$ cat config.mk
export PLATFORM = sky130hd
export DESIGN_NAME = quad_input_debouncer
export DESIGN_NICKNAME = d
export VERILOG_FILES = /design/src/rtl/pong_pkg.sv /design/src/rtl/debounce_channel.sv /design/src/rtl/quad_input_debouncer.sv
export SDC_FILE = /design/constraint.sdc
export NUM_CORES = 1
export LEC_CHECK = 0
export ABC_AREA = 1
export CAP_MARGIN = 0
export CORE_MARGIN = 8
export CORE_UTILIZATION = 53
export DETAILED_ROUTE_END_ITERATION = 10
export PLACE_DENSITY_LB_ADDON = 0.05
export REMOVE_ABC_BUFFERS = 1
export SLEW_MARGIN = 20
export SYNTH_ARGS = -nofsm -noshare
export SYNTH_HDL_FRONTEND = slang
export SYNTH_SLANG_ARGS = --single-unit
$ cat constraint.sdc
create_clock -name clk -period 2.85 [get_ports clk]
set_clock_uncertainty 0.2 [all_clocks]
set_input_delay 0.57 -clock clk [delete_from_list [all_inputs] [get_ports clk]]
set_output_delay 0.57 -clock clk [all_outputs]
set_load 0.02 [all_outputs]
$ cat src/rtl/pong_pkg.sv
`default_nettype none
// ============================================================================
//  Module   : pong_pkg
//  Brief    : Shared constants and helpers for the encoder input conditioning
//  Revision : 1.0  initial release
// ============================================================================
package pong_pkg;

  // Consecutive sample ticks a new level must persist before it is accepted
  localparam int DEBOUNCE_STABLE_DEFAULT = 4;
  // Metastability synchroniser depth
  localparam int SYNC_STAGES_DEFAULT     = 2;
  // Encoder pins: A and B quadrature
  localparam int ENC_CHANNELS            = 2;

  // Width of a counter able to hold 0..stable
  function automatic int cnt_width(input int stable);
    return (stable < 1) ? 1 : $clog2(stable + 1);
  endfunction

endpackage : pong_pkg
`default_nettype wire

$ cat src/rtl/debounce_channel.sv
`default_nettype none
// ============================================================================
//  Module   : debounce_channel
//  Brief    : One-bit synchroniser + stability filter with rise/fall strobes
//  Revision : 1.0  initial release
// ============================================================================
module debounce_channel
  import pong_pkg::*;
#(
  parameter int SYNC_STAGES   = SYNC_STAGES_DEFAULT,
  parameter int STABLE_CYCLES = DEBOUNCE_STABLE_DEFAULT
) (
  input  logic clk,
  input  logic reset,
  input  logic tick_i,
  input  logic raw_i,
  output logic clean_o,
  output logic rise_o,
  output logic fall_o
);

  localparam int               CNT_W    = cnt_width(STABLE_CYCLES);
  localparam logic [CNT_W-1:0] CNT_LAST = CNT_W'(STABLE_CYCLES - 1);

  logic [SYNC_STAGES-1:0] sync_q, sync_d;
  logic [CNT_W-1:0]       cnt_q, cnt_d;
  logic                   clean_q, clean_d;
  logic                   rise_q, rise_d;
  logic                   fall_q, fall_d;
  logic                   s_w;

  // Synchronised level seen by the filter is the last shift stage
  assign s_w = sync_q[SYNC_STAGES-1];

  // Next-state: shift synchroniser every clock; count only disagreeing ticks
  always_comb begin
    sync_d  = {sync_q[SYNC_STAGES-2:0], raw_i};
    cnt_d   = cnt_q;
    clean_d = clean_q;
    rise_d  = 1'b0;
    fall_d  = 1'b0;
    if (s_w == clean_q) begin
      // Bounce back to the accepted level: discard progress regardless of tick
      cnt_d = '0;
    end else if (tick_i) begin
      if (cnt_q == CNT_LAST) begin
        clean_d = s_w;
        cnt_d   = '0;
        rise_d  = s_w;
        fall_d  = ~s_w;
      end else begin
        cnt_d = cnt_q + 1'b1;
      end
    end
  end

  // State registers; reset drops any pending transition without a strobe
  always_ff @(posedge clk or posedge reset) begin
    if (reset) begin
      sync_q  <= '0;
      cnt_q   <= '0;
      clean_q <= 1'b0;
      rise_q  <= 1'b0;
      fall_q  <= 1'b0;
    end else begin
      sync_q  <= sync_d;
      cnt_q   <= cnt_d;
      clean_q <= clean_d;
      rise_q  <= rise_d;
      fall_q  <= fall_d;
    end
  end

  assign clean_o = clean_q;
  assign rise_o  = rise_q;
  assign fall_o  = fall_q;

endmodule : debounce_channel
`default_nettype wire

$ cat src/rtl/quad_input_debouncer.sv
`default_nettype none
// ============================================================================
//  Module   : quad_input_debouncer
//  Brief    : Per-pin synchronise and debounce of rotary-encoder inputs
//  Revision : 1.0  initial release
// ============================================================================
module quad_input_debouncer
  import pong_pkg::*;
#(
  parameter int CHANNELS      = ENC_CHANNELS,
  parameter int SYNC_STAGES   = SYNC_STAGES_DEFAULT,
  parameter int STABLE_CYCLES = DEBOUNCE_STABLE_DEFAULT
) (
  input  logic                clk,
  input  logic                reset,
  input  logic                tick,
  input  logic [CHANNELS-1:0] raw,
  output logic [CHANNELS-1:0] clean,
  output logic [CHANNELS-1:0] rise,
  output logic [CHANNELS-1:0] fall
);

  // Channels are fully independent, one filter per pin
  for (genvar g = 0; g < CHANNELS; g++) begin : g_ch
    debounce_channel #(
      .SYNC_STAGES   (SYNC_STAGES),
      .STABLE_CYCLES (STABLE_CYCLES)
    ) u_chan (
      .clk     (clk),
      .reset   (reset),
      .tick_i  (tick),
      .raw_i   (raw[g]),
      .clean_o (clean[g]),
      .rise_o  (rise[g]),
      .fall_o  (fall[g])
    );
  end : g_ch

endmodule : quad_input_debouncer
`default_nettype wire
==> reports/results.txt <==
The flow ran to the end, and the final reports show no timing, DRC or antenna violations. CTS saw 16 sinks. Of the total synthesized cell area, the portion taken by AND, OR, NAND and NOR gates is 22.3%. The via count of the routed design is 449. In the layout the commonest cells are sky130_fd_sc_hd__nand2_1 (16), sky130_fd_sc_hd__dfrtp_1 (16), sky130_fd_sc_hd__clkdlybuf4s50_1 (10), sky130_fd_sc_hd__nor2_1 (9), sky130_fd_sc_hd__inv_1 (7). In this run the critical register-to-register path is launched from g_ch[1].u_chan.cnt_q[0].

For the cell count after synthesis, the log shows 73. After floorplanning, the core was divided into 13 placement rows. The number of antenna violations at the first check in global routing was 0; the clock insertion delay at the later pin of the skew report was 0.28 ns. The number of max-cap violations came out at 0.

The logs give 0 for the number of synthesis warnings and 3 for the total clock buffers created by CTS. The first global-routing pass estimated 1.86 mm of wire. The fraction of the cycle the final worst path needs is 73.8%.

The die is 52.4 um tall. Entering global routing, the biggest net connects 17 pins. The remaining antenna violation count is 0. The core box area is 0.00127 mm^2. Among all stages on the critical path, the largest delay is contributed by sky130_fd_sc_hd__clkdlybuf4s50_1. VDD sags by at most 380 uV. The area growth from synthesis to layout is 12.7%. The path class of the tightest hold or removal check is reg2reg. Wire segments on met2 add up to 515 um in the final route. The tools report the synthesized cell area as 701 um^2. The worst hold path begins at g_ch[0].u_chan.sync_q[0]. The setup TNS was 0 ns; the global-route congestion overflow total was 0. The total routed wire length on the met1 layer is 484 um. After Yosys synthesis, XOR and XNOR cells account for 2.50% of the synthesized area. In the detailed route, the total length drawn on met3 is 60 um.

Broken down by cell family, the worst path's largest delay share belongs to buffers and inverters. Counting cells, the worst reg-to-reg path comes to 6. The root buffer cell chosen for the clock tree is sky130_fd_sc_hd__clkbuf_4.

The average instance in the mapped netlist occupies 9.60 um^2. The tools report the total power as 602 uW. At the pin with the least slew margin, the transition time is 0.606 ns.

The clock passes through at most 2 buffers. The final core utilization came out at 62.2%. The critical path is of the reg2out type.

Measured along the x axis, the die boundary spans 52.4 um. Static timing analysis puts the maximum clock frequency at 475 MHz. After clock tree synthesis, the flow added hold-fix buffers numbering 0. The portion of synthesized area spent on multiplexers is 0%. Startpoint kind of the worst setup timing path: a flop. Signal routing reaches up to met4. The tools report the total wirelength of the detailed-routed design as 1.09 mm. Average wire length per cell after detail routing: 11.6 um. For hold timing, the worst endpoint is g_ch[0].u_chan.sync_q[1]. The endpoint identified for the worst register-to-register timing path is g_ch[1].u_chan.clean_o.

The area of the die came out at 0.00274 mm^2. The signal on the critical path passes through clkdlybuf4s50_1. The HPWL after detailed placement was 860 um; the number of global-route vias before repair was 457.

Global routing used 9.57% of the available tracks. The logs give 1 for the number of levels the H-tree was split into and 0 for the total of endpoints with negative setup slack in the final report. The delay of the slowest cell on the worst path was 0.63 ns. Fill cells in the final layout number 111. After clock tree synthesis, the clock-pin slew on the worst setup and hold paths is 0.08 ns. The run gives 59.5% as the relative max-transition margin. The arithmetic-cell share of the synthesized area counting full adders, half adders and majority gates works out to 3.57%. The via density per instance was 4.78. The analysis attributes to cell leakage a power of 0.393 nW. The tools report the final antenna diode count as 0. The tools report the length of the first detailed-routing pass in iterations as 1. In the routed design, unresolved DRC markers number 0. Dividing total power by cell area gives a power density of 762 mW/mm^2.

The run gives 0.711 as the final RePlAce weighted congestion. After the first detailed-routing iteration, the DRC count stood at 0. The distinct cell type count of the synthesized netlist is 17. At the worst endpoint, the arrival time is 1.33 ns. After clock tree synthesis, the setup repair step added 0 buffers. The largest fanout of any net on the critical path is 5, and the effective utilization at floorplan is 55.2%. The number of buffer cells added on primary ports is 10, and the worst hold path stage count is 0.

The required time of the critical path came out at 2.08 ns. The post-synthesis compound-gate area fraction was 2.14%; the register bit total from synthesis was 16. TritonCTS built the clock tree. The max-slew violation count is 0. Across all register-to-register paths, the minimum setup slack is 1.54 ns.

For this run, the post-layout net count is 88. After layout, the minimum clock period comes to 2.10 ns. The buffer and inverter count on the worst path is 1, and the I/O pin count is 11. The capturing element type of the critical path was an output pin.

Setup repair after global routing left no endpoint under its margin. In the final layout, the share of cells above drive strength 1 is 11.4%. The dominant combinational cell family by area after synthesis was simple AND/OR/NAND/NOR gates. Sequential cells were found to cover 57.1% of the synthesized design area. The number of gates resized after CTS was 0.

Final number of hold-violating endpoints: 0.
layout make-up:
| cell class | count | area [um^2] | area share, % |
|---|---|---|---|
| clock buffer | 3 | 22.5 | 2.85 |
| inverter | 9 | 33.8 | 4.28 |
| multi-input combinational | 41 | 214 | 27.1 |
| sequential | 16 | 400 | 50.7 |
| tap | 15 | 18.8 | 2.38 |
| timing repair buffer | 10 | 100 | 12.7 |
metrics by stage:
stage / hold WS (ns) / worst slack (ns) / instance area (um^2) / instances
floorplan: 0.131 / 1.61 / 648 / 66
global placement: 0.133 / 0.953 / 767 / 91
detailed placement: 0.140 / 0.935 / 767 / 91
CTS: 0.160 / 0.723 / 790 / 94
global route: 0.174 / 0.681 / 790 / 94
finish: 0.157 / 0.746 / 790 / 94
power breakdown:
group	switching, mW	internal (mW)	total [mW]
combinational	0.104	0.0809	0.185
sequential	0.0334	0.267	0.301
clock	0.0670	0.0491	0.116
cell usage after synthesis:
cell,count,area [um^2]
sky130_fd_sc_hd__nor3_2,1,10.0
sky130_fd_sc_hd__dfrtp_1,16,400
sky130_fd_sc_hd__a21oi_1,1,5.00
sky130_fd_sc_hd__nor2_1,9,33.8
sky130_fd_sc_hd__inv_2,1,3.75
sky130_fd_sc_hd__inv_1,7,26.3
sky130_fd_sc_hd__nor2_4,1,11.3
sky130_fd_sc_hd__nand3_1,2,10.0
sky130_fd_sc_hd__nor4_1,1,6.26
sky130_fd_sc_hd__clkinv_1,1,3.75
sky130_fd_sc_hd__o21ai_0,2,10.0
sky130_fd_sc_hd__buf_4,7,52.6
sky130_fd_sc_hd__nand4_1,1,6.26
sky130_fd_sc_hd__ha_1,2,25.0
sky130_fd_sc_hd__nand2_2,3,18.8
sky130_fd_sc_hd__nand2_1,16,60.1
sky130_fd_sc_hd__xnor2_1,2,17.5
sequential cells by signal, indices dropped and copies added (netlist names):
name and flops:
g_ch.u_chan.sync_q 4, g_ch.u_chan.clean_o 2, g_ch.u_chan.fall_o 2, g_ch.u_chan.rise_o 2
g_ch.u_chan.cnt_q 6
cells by family after synthesis:
| logic type | Yosys count |
|---|---|
| flops | 16 |
| compound gates | 3 |
| xor+xnor | 2 |
| fa+ha+maj | 2 |
| simple gates | 34 |
| buf+inv | 16 |
worst max-delay path by stage:
stage                                      start                 endpoint  slack [ns]  cells past startpoint
after floorplan           g_ch[1].u_chan.clean_o                 clean[1]        1.61                      0
after detailed placement                    tick  g_ch[1].u_chan.cnt_q[1]        0.94                      5
after global routing      g_ch[1].u_chan.clean_o                 clean[1]        0.68                      1
after global placement                      tick  g_ch[1].u_chan.cnt_q[0]        0.95                      5
after CTS                 g_ch[1].u_chan.clean_o                 clean[1]        0.72                      1
final                     g_ch[1].u_chan.clean_o                 clean[1]        0.75                      1
metal layers:
layer / global-route usage, % / vias to the layer above
li1: - / 231
met1: 9.73 / 204
met2: 15.4 / 11
met3: 3.41 / 3
met4: 7.76 / 0
met5: 0 / -
(Power assumes the default switching activity.)
